### src/rtl/pipeline_pkg.sv
// Shared types and encodings for the EX-stage forwarding / load-use hazard controller.
// Register-index width, operand-select codes, hazard FSM states and the shadow-stage record.
package pipeline_pkg;

    // The shadow-stage record is fixed at this width; the top's REG_AW must match it.
    localparam int HZ_REG_AW = 5;

    localparam logic [1:0] FWD_REGFILE = 2'b00;
    localparam logic [1:0] FWD_EXMEM   = 2'b01;
    localparam logic [1:0] FWD_MEMWB   = 2'b10;

    localparam logic [0:0] HZ_RUN  = 1'b0;
    localparam logic [0:0] HZ_HOLD = 1'b1;

    typedef struct packed {
        logic [HZ_REG_AW-1:0] rs1;
        logic [HZ_REG_AW-1:0] rs2;
        logic [HZ_REG_AW-1:0] rd;
        logic                 reg_write;
        logic                 mem_read;
        logic                 valid;
    } hazard_fields_t;

    // True when a stage holds a live write to a non-zero register equal to rs.
    function automatic logic produces(input hazard_fields_t s, input logic [HZ_REG_AW-1:0] rs);
        return s.valid && s.reg_write && (s.rd != '0) && (s.rd == rs);
    endfunction

    // Newest producer wins: EX/MEM is checked before MEM/WB.
    function automatic logic [1:0] fwd_select(input hazard_fields_t exmem,
                                              input hazard_fields_t memwb,
                                              input logic [HZ_REG_AW-1:0] rs);
        if (produces(exmem, rs))      return FWD_EXMEM;
        else if (produces(memwb, rs)) return FWD_MEMWB;
        else                          return FWD_REGFILE;
    endfunction

endpackage

### src/rtl/hz_stage_reg.sv
// One shadow pipeline stage: a synchronously reset register of hazard_fields_t.
// kill loads a bubble (all fields zero, valid = 0) instead of the incoming record.
module hz_stage_reg
    import pipeline_pkg::*;
(
    input  logic           clk,
    input  logic           reset,
    input  logic           kill,
    input  hazard_fields_t d,
    output hazard_fields_t q
);

    // NOTE: sequential state uses non-blocking assignments so every stage samples the pre-edge value of its neighbour.
    always_ff @(posedge clk) begin
        if (reset || kill) begin
            q <= '0;
        end else begin
            q <= d;
        end
    end

endmodule

### src/rtl/fwd_select_ctrl.sv
// EX-stage operand-select and load-use stall controller.
// Shadows ID/EX, EX/MEM, MEM/WB destination info and drives the ALU A/B mux selects plus stall/bubble.
module fwd_select_ctrl
    import pipeline_pkg::*;
#(
    parameter int REG_AW   = HZ_REG_AW,
    parameter int LOAD_LAT = 1
) (
    input  logic              clk,
    input  logic              reset,
    input  logic              id_valid,
    input  logic [REG_AW-1:0] id_rs1,
    input  logic [REG_AW-1:0] id_rs2,
    input  logic [REG_AW-1:0] id_rd,
    input  logic              id_reg_write,
    input  logic              id_mem_read,
    input  logic              flush,
    output logic [1:0]        fwd_a,
    output logic [1:0]        fwd_b,
    output logic              stall,
    output logic              bubble
);

    localparam logic [1:0] CNT_LOAD = 2'(LOAD_LAT - 1);

    hazard_fields_t id_f, idex, exmem, memwb;
    logic [0:0]     state;
    logic [1:0]     cnt;
    logic           hazard;
    logic           kill_idex;
    logic           unused_fields;

    assign id_f = '{rs1:       id_rs1,
                    rs2:       id_rs2,
                    rd:        id_rd,
                    reg_write: id_reg_write,
                    mem_read:  id_mem_read,
                    valid:     id_valid};

    assign kill_idex = stall | flush | ~id_valid;

    hz_stage_reg u_idex (
        .clk   (clk),
        .reset (reset),
        .kill  (kill_idex),
        .d     (id_f),
        .q     (idex)
    );

    hz_stage_reg u_exmem (
        .clk   (clk),
        .reset (reset),
        .kill  (1'b0),
        .d     (idex),
        .q     (exmem)
    );

    hz_stage_reg u_memwb (
        .clk   (clk),
        .reset (reset),
        .kill  (1'b0),
        .d     (exmem),
        .q     (memwb)
    );

    // Source indices and the load flag of the later stages are never compared.
    assign unused_fields = ^{exmem.rs1, exmem.rs2, exmem.mem_read,
                             memwb.rs1, memwb.rs2, memwb.mem_read};

    assign fwd_a = fwd_select(exmem, memwb, idex.rs1);
    assign fwd_b = fwd_select(exmem, memwb, idex.rs2);

    assign hazard = idex.valid & idex.mem_read & (idex.rd != '0) & id_valid &
                    ((idex.rd == id_rs1) | (idex.rd == id_rs2));

    // NOTE: every always_comb output gets a default first so no path leaves it unassigned (no latch).
    always_comb begin
        stall = 1'b0;
        if (!flush) begin
            stall = (state == HZ_HOLD) | hazard;
        end
    end

    // A flushed cycle still inserts a NOP even though PC/IF-ID are released.
    assign bubble = stall | flush;

    // A flush or reset abandons any stall in progress.
    always_ff @(posedge clk) begin
        if (reset || flush) begin
            state <= HZ_RUN;
            cnt   <= '0;
        end else if (state == HZ_RUN) begin
            if (hazard) begin
                cnt   <= CNT_LOAD;
                state <= (CNT_LOAD == 2'd0) ? HZ_RUN : HZ_HOLD;
            end
        end else begin
            cnt <= cnt - 2'd1;
            if (cnt == 2'd1) begin
                state <= HZ_RUN;
            end
        end
    end

endmodule

### config.mk
export PLATFORM = sky130hd
export DESIGN_NAME = fwd_select_ctrl
export DESIGN_NICKNAME = d
export VERILOG_FILES = /design/src/rtl/pipeline_pkg.sv /design/src/rtl/hz_stage_reg.sv /design/src/rtl/fwd_select_ctrl.sv
export SDC_FILE = /design/constraint.sdc
export NUM_CORES = 1
export LEC_CHECK = 0
export ABC_CLOCK_PERIOD_IN_PS = 3650
export CAP_MARGIN = 20
export CORE_MARGIN = 2
export CORE_UTILIZATION = 38
export DETAILED_ROUTE_END_ITERATION = 16
export PLACE_DENSITY = 0.63
export SYNTH_ARGS = -nofsm -noshare
export SYNTH_HDL_FRONTEND = slang
export SYNTH_SLANG_ARGS = --single-unit
### constraint.sdc
create_clock -name clk -period 3.65 [get_ports clk]
set_input_delay 0.365 -clock clk [delete_from_list [all_inputs] [get_ports clk]]
set_output_delay 0.365 -clock clk [all_outputs]
set_load 0.1 [all_outputs]
### Word-level counts from Yosys, hierarchy flattened

Index checks and enable logic that the tools add are counted.

* input port bits: 21
* bits in registers: 35

* bitwise logic cells: 10
* equal/unequal tests: 7
* reductions and logical operators: 15
* add/subtract/negate cells: 1
* mux-type cells: 8

Operators by type and width (count)
* $eq A5 B5 Y1: 6
* $reduce_bool A5 Y1: 3
* $mux W2: 6
* $logic_and A1 B1 Y1: 8
* $and A1 B1 Y1: 4
* $or A1 B1 Y1: 4
* $eq A2 B1 Y1 const B: 1
* $logic_or A1 B1 Y1: 2
* $mux W1: 2
* $not A1 Y1: 2
* $reduce_bool A2 Y1: 1
* $reduce_or A2 Y1: 1
* $sub A2 B1 Y2 const B: 1

### Depth between registers and ports, before layout

Gate-level depths: netlist (run 1).

* depth in word-level cells: 9
* depth in mapped cells: 5

### By module

From an unflattened synthesis (run 1), not the netlist that was laid out.

* cell total of the unflattened synthesis: 192
* area, all modules: 2379.8 um^2

Modules (own cells, without submodules)
* hz_stage_reg: seq. area each 360.3 um^2, area an instance 599.3 um^2, times used 3, cells an instance 40
* fwd_select_ctrl: seq. area each 60.1 um^2, area an instance 581.8 um^2, times used 1, cells an instance 72

### Worst setup path after synthesis (run 1)

Ideal clock, no wire load.

* path kind: register -> output
* from: register u_exmem.q[5] (netlist name)
* to: output port fwd_a[1]
* stages on the path, launching flop included: 5
* path slack: -1.560 ns
* data required time: 3.285 ns
* data arrival time: 4.845 ns
* buffers on the path: 0
* cells stage by stage: dfxtp_1 > or4_1 > o211ai_2 > nor4_1 > nor4_2

* longest elaborated chain between the ends: 4
* elaborated cells between the ends (all ways): 5
* classes of those cells: 1 x eq/ne; 1 x mux; 3 x reduce/logical

Ends and longest elaborated chain
* start, declared: RTL line hz_stage_reg.sv:10 `output hazard_fields_t q`
* start signal, assigned: RTL line hz_stage_reg.sv:16 `q <= '0;`
* start signal, assigned: RTL line hz_stage_reg.sv:18 `q <= d;`
* $reduce_bool A5 Y1: RTL line pipeline_pkg.sv:26 `return s.valid && s.reg_write && (s.rd != '0) && (s.rd == rs);`
* $logic_and A1 B1 Y1: RTL line pipeline_pkg.sv:26
* $logic_and A1 B1 Y1 *: RTL line pipeline_pkg.sv:26
* $mux W2 *: RTL line pipeline_pkg.sv:33 `if (produces(exmem, rs)) return FWD_EXMEM;`
* end, declared: RTL line fwd_select_ctrl.sv:18 `output logic [1:0] fwd_a,`

Every way passes the cells marked *; elsewhere a longest branch is shown, timed or not.

### Worst setup path after layout (run 1)

* from: register u_exmem.q[4] (netlist name)
* to: output port fwd_a[1]

Same word-level chain as after synthesis.

==> results of run 1 <==
==> cell families after synthesis <==
| logic type | after synthesis |
|---|---|
| buffers and inverters | 18 |
| adder cells (fa/ha/maj) | 1 |
| AO/OA/AOI/OAI | 30 |
| XOR/XNOR | 30 |
| AND/OR/NAND/NOR | 46 |
| flip-flops | 35 |
==> how the worst max path moves through the flow <==
stage | from | endpoint | slack, ps | cells after the start
after floorplan | u_exmem.q[5]$_SDFF_PP0_ | fwd_a[1] | -1560 | 4
after global placement | id_rs1[0] | stall | 1370 | 7
after detailed placement | reset | u_idex.q[14]$_SDFF_PP0_ | 1310 | 4
after CTS | u_exmem.q[4]$_SDFF_PP0_ | fwd_a[1] | 1110 | 5
after global routing | u_exmem.q[4]$_SDFF_PP0_ | fwd_b[1] | 1050 | 5
final | u_exmem.q[4]$_SDFF_PP0_ | fwd_a[1] | 1150 | 5
==> report_power, final <==
group	internal [mW]	switching, mW	total [mW]
sequential	0.390	0.00761	0.397
combinational	0.0401	0.0325	0.0727
clock	0.221	0.136	0.357
==> worst reg2reg max path, stage by stage (launching register included) <==
cell	delay, ps
dfxtp_1	430
nor3_1	90
a21oi_1	260
buf_4	280
o21a_1	140
o21ai_0	70
==> Yosys cell counts, types with 3 or more instances <==
library cell  count  area, um2
dfxtp_1          35        701
xnor2_1          16        140
nor2b_1          15       93.8
xor2_1           14        123
inv_1            12       45.0
a211oi_1         10       75.1
a21oi_1          10       50.1
nand2_1           9       33.8
clkbuf_1          6       22.5
nand3_1           6       30.0
nor3_1            3       15.0
==> per-layer routing <==
| layer | part of all wire (%) | track usage (%) | vias to the layer above | wire length (um) |
|---|---|---|---|---|
| li1 | - | - | 605 | - |
| met1 | 45 | 19.3 | 521 | 1370 |
| met2 | 49 | 25.1 | 25 | 1500 |
| met3 | 4.6 | 5.67 | 5 | 139 |
| met4 | 0.95 | 5.10 | 0 | 29 |
| met5 | 0 | 0 | - | 0 |
==> state kept, by name, indices dropped and copies added, names as in the netlist <==
register / count
u_exmem.q: 7
u_memwb.q: 7
state: 1
u_idex.q: 18
cnt: 2
==> metrics by stage <==
| step | hold slack, ps | TNS (ps) | worst slack (ps) |
|---|---|---|---|
| 2_1_floorplan | 414 | -3870 | -1560 |
| 3_3_place_gp | 469 | 0 | 1370 |
| 3_5_place_dp | 469 | 0 | 1310 |
| 4_1_cts | 479 | 0 | 1110 |
| 5_1_grt | 495 | 0 | 1050 |
| 6_report | 479 | 0 | 1150 |
==> cell type report <==
type,count,area (um2)
Fill cell,373,1780
Timing Repair Buffer,29,293
Multi-Input combinational cell,107,752
Tap cell,48,60.1
Inverter,12,45.0
Clock inverter,2,35.0
Sequential cell,35,701
Clock buffer,6,82.6
==> flow_metrics.py, run 1 <==
metrics = {
    "status": {
        "outcome": "finished clean",
    },
    "pwr": {
        "powerDensity_nw_per_um2": 420,
        "finalPower_mw": 0.827,
        "ir_worst_vdd_uv": 200,
        "leakagePower_nw": 0.832,
    },
    "hold_path": {
        "min-delay-start": "u_idex.q[2]$_SDFF_PP0_",
        "min_path_type": "reg -> reg",
        "min_to": "u_exmem.q[2]$_SDFF_PP0_",
        "min_path_cells": 1,
    },
    "synth": {
        "synth_simple_gate_area_share_pct": 17.9,
        "synth_cell_types": 27,
        "synthCells": 160,
        "yosysWarnings": 0,
        "synth-main-ff-cell": "dfxtp_1",
        "synth_mux_area_share_pct": 0,
        "async_reset_ff_share_pct": 0,
        "yosysSeqAreaShare_pct": 46.1,
        "synth_xor_area_share_pct": 17.3,
        "synth_compound_area_share_pct": 13.5,
        "ys_ff_latch": 35,
        "syn_area_um2": 1520,
        "synth_top_family_by_area": "simple AND/OR/NAND/NOR gates",
        "synth_area_per_cell_um2": 9.50,
        "synth_nets": 182,
        "synth-edff-count": 0,
        "synthAdderAreaFrac_pct": 0.823,
    },
    "timing": {
        "setup_violations": 0,
        "rsz0062_at_grt": "false",
        "fmax_mhz": 400,
        "hold_violations": 0,
        "tightest_slew_ps": 645,
        "maxSlewHeadroom_pct": 56.9,
        "clock_skew_ps": 6.52,
        "final-max-slew-violation-count": 0,
        "period_needed_ps": 2500,
        "timing.final.crit_share_pct": 68.4,
    },
    "grt": {
        "grt_pass1_wl_um": 5180,
        "grt_pass1_vias": 1109,
        "gr-usage-all-layers_pct": 15.6,
        "antenna_found_initial": 0,
        "grt_max_degree": 23,
        "grt-ovfl-total": 0,
    },
    "cells_and_area": {
        "final_cell_area_um2": 1970,
        "syn_to_final_growth_pct": 29.5,
        "final_cell_mix": "dfxtp_1, clkdlybuf4s50_1, xnor2_1",
        "fin_nets": 212,
        "final_common_cell": "dfxtp_1",
        "stdcell_count": 239,
        "antenna_cells": 0,
        "final_core_util_pct": 52.6,
        "drive_above_1_share_pct": 11.0,
    },
    "floorplanning": {
        "io-pin-count": 27,
        "core_um2": 3740,
        "num_rows": 22,
        "initial_core_util_pct": 40.6,
        "die_x_um": 67.3,
        "die_h_um": 67.3,
        "dieArea_um2": 4520,
    },
    "clock_tree": {
        "htreeDepth": 2,
        "postCtsResizedCells": 0,
        "clkTransAtPathRegs_ps": 70,
        "cts_tree": "built",
        "clk_latency_ps": 280,
        "holdBufCountCts": 0,
        "clockBufferDepth": 2,
        "cts_setup_buffers": 0,
        "cts_root_buffer": "clkbuf_8",
        "cts_buffers": 5,
        "clock-sinks": 35,
    },
    "setup_path": {
        "crit-reg2reg-launch": "u_idex.q[4]$_SDFF_PP0_",
        "path_class": "reg -> out",
        "critPathLaunchType": "flop",
        "critical-path-top-delay-family": "simple AND/OR/NAND/NOR gates",
        "critical_path_buf_inv_count": 1,
        "cp-end-kind": "output port",
        "reg2reg_depth": 5,
        "max_stage_delay_ps": 570,
        "crit_chain": "or4_1 -> o211ai_2 -> nor4_1 -> nor4_2 -> buf_4",
        "r2r_slack_ps": 2260,
        "crit_fanout": 4,
        "critPathRequiredTime_ps": 3280,
        "crit_arrival_ps": 2130,
        "cp_slowest_cell": "or4_1",
        "r2r-end": "cnt[1]$_SDFFE_PP0P_",
    },
    "placed_design": {
        "hpwl_um": 2390,
        "gp_congestion": 0.725,
        "dp_cells": 231,
        "placed_cell_area_um2": 1850,
        "numPortBuffers": 26,
    },
    "drt": {
        "routed_wl_um": 3050,
        "wl_per_cell_um": 12.7,
        "drc": 0,
        "vias": 1156,
        "vias_per_cell": 4.84,
        "firstDrtPassIters": 4,
        "drt_iter0_markers": 42,
        "ant_nets": 0,
    },
    "job": {
        "maxCapViolCount": 0,
    },
}
(Power assumes the default switching activity.)
==> inputs of run 2 (changes only) <==
- ABC_CLOCK_PERIOD_IN_PS: 3650 -> 2610
- clock period: 3.65 -> 2.61 ns (I/O delays scaled with it)
==> flow_metrics.py, run 2 (synthesis gave the netlist of run 1 again) <==
metrics = {
    "setup_path": {
        "r2r-end": "u_idex.q[9]$_SDFF_PP0_",
        "critPathRequiredTime_ps": 2350,
        "cp-end-kind": "output port",
        "reg2reg_depth": 5,
        "path_class": "reg -> out",
        "crit-reg2reg-launch": "u_idex.q[3]$_SDFF_PP0_",
        "crit_arrival_ps": 2030,
        "crit_fanout": 4,
        "critPathLaunchType": "flop",
        "r2r_slack_ps": 1130,
    },
    "placed_design": {
        "gp_congestion": 0.784,
        "numPortBuffers": 26,
        "hpwl_um": 2580,
        "placed_cell_area_um2": 1930,
    },
    "timing": {
        "fmax_mhz": 437,
        "timing.final.crit_share_pct": 87.8,
        "maxSlewHeadroom_pct": 70.9,
        "tightest_slew_ps": 436,
        "clock_skew_ps": 8.74,
        "period_needed_ps": 2290,
        "hold_violations": 0,
        "final-max-slew-violation-count": 0,
        "setup_violations": 0,
        "rsz0062_at_grt": "false",
    },
    "pwr": {
        "p_int_mw": 0.818,
        "p_comb_share_pct": 10.1,
        "swShare_pct": 23.6,
        "powerDensity_nw_per_um2": 527,
        "finalPower_mw": 1.07,
        "switchingPower_mw": 0.253,
        "seqPwrFrac_pct": 51.9,
        "ir_worst_vdd_uv": 324,
        "p_clk_share_pct": 38.0,
        "leakagePower_nw": 0.831,
    },
    "clock_tree": {
        "htreeDepth": 2,
        "clockBufferDepth": 2,
        "holdBufCountCts": 0,
        "cts_root_buffer": "clkbuf_8",
        "clock-sinks": 35,
        "cts_tree": "built",
        "postCtsResizedCells": 0,
        "cts_setup_buffers": 0,
        "clkTransAtPathRegs_ps": 70,
        "clk_latency_ps": 280,
        "cts_buffers": 5,
    },
    "grt": {
        "grt_pass1_wl_um": 5250,
        "gr-usage-all-layers_pct": 15.9,
        "antenna_found_initial": 0,
        "grt_max_degree": 21,
        "met3_usage_pct": 5.00,
        "gr-usage-met2_pct": 28.2,
        "grt-ovfl-total": 0,
        "grt_pass1_vias": 1158,
        "grt_use_met1_pct": 17.6,
        "busiest_layer": "met2",
    },
    "cells_and_area": {
        "largest_registers": "u_idex.q x18, u_exmem.q x7, u_memwb.q x7",
        "syn_to_final_growth_pct": 33.6,
        "top_register": "u_idex.q",
        "nFillCells": 363,
        "final_core_util_pct": 54.2,
        "antenna_cells": 0,
        "largest_reg_flops": 18,
        "seq_area_um2": 702,
        "fin_nets": 213,
        "final_common_cell": "dfxtp_1",
        "final_cell_mix": "dfxtp_1, clkdlybuf4s50_1, xnor2_1",
        "final_cell_area_um2": 2030,
        "multi_input_area_um2": 800,
        "drive_above_1_share_pct": 13.0,
    },
    "floorplanning": {
        "core_um2": 3740,
        "die_h_um": 67.3,
        "dieArea_um2": 4520,
        "io-pin-count": 27,
        "num_rows": 22,
        "die_x_um": 67.3,
        "initial_core_util_pct": 40.6,
    },
    "hold_path": {
        "min_path_cells": 1,
        "min-delay-start": "u_idex.q[2]$_SDFF_PP0_",
        "min_path_type": "reg -> reg",
        "min_to": "u_exmem.q[2]$_SDFF_PP0_",
    },
    "drt": {
        "drt_iter0_markers": 31,
        "vias": 1171,
        "routed_wl_um": 3140,
        "drc": 0,
        "wl_per_cell_um": 13.1,
        "vias_per_cell": 4.88,
        "firstDrtPassIters": 4,
        "ant_nets": 0,
    },
    "job": {
        "maxCapViolCount": 0,
    },
    "status": {
        "outcome": "finished clean",
    },
}
==> run 2: cell types whose count changed in the layout (fill, tap and decap cells not counted), sizes merged <==
cell      change
buf           +1
bufinv        -1
clkinvlp      +1
==> run 2: worst max-delay path by stage <==
| stage | slack (ps) | to | start | cells past startpoint |
|---|---|---|---|---|
| after detailed placement | 590 | fwd_a[1] | u_exmem.q[4]$_SDFF_PP0_ | 5 |
| after CTS | 280 | fwd_a[1] | u_exmem.q[4]$_SDFF_PP0_ | 5 |
| after floorplan | -70 | fwd_a[1] | u_exmem.q[4]$_SDFF_PP0_ | 4 |
| after global placement | 650 | stall | id_rs1[0] | 6 |
| after global routing | 210 | fwd_a[1] | u_exmem.q[5]$_SDFF_PP0_ | 5 |
| final | 320 | fwd_a[1] | u_exmem.q[4]$_SDFF_PP0_ | 5 |
==> run 2: cell type report <==
type / instances / share of cell area, %
clock buffer: 6 / 4.07
clock inverter: 2 / 0.801
inverter: 12 / 2.22
multi-input combinational: 107 / 39.4
sequential: 35 / 34.6
tap: 48 / 2.96
timing repair buffer: 30 / 16.0
==> run 2: critical path, cell delays in order, from the launching register on <==
cell,delay (ps)
dfxtp_2,340
or4_1,540
o211ai_2,270
nor4_4,100
nor4_4,280
buf_12,220
==> run 2: metal layers <==
| layer | vias to the layer above | routed length (um) |
|---|---|---|
| met4 | 0 | 21 |
| met3 | 3 | 133 |
| li1 | 609 | - |
| met1 | 531 | 1340 |
| met5 | - | 0 |
| met2 | 28 | 1650 |
==> run 2: per-stage QoR <==
step	setup slack, ps	hold slack (ps)	setup TNS [ps]	cells
floorplan	-65.2	333	-130	160
global placement	650	468	0	232
detailed placement	588	465	0	232
CTS	285	476	0	240
global route	210	481	0	240
finish	320	473	0	240
==> run 2: power by group through the flow <==
stage               sequential [mW]  combinational, mW  clock, mW
finish                        0.556              0.108      0.407
global route                  0.557              0.116      0.441
CTS                           0.556              0.109      0.418
detailed placement            0.568              0.108          0
global placement              0.568              0.107          0
floorplan                     0.565             0.0572          0
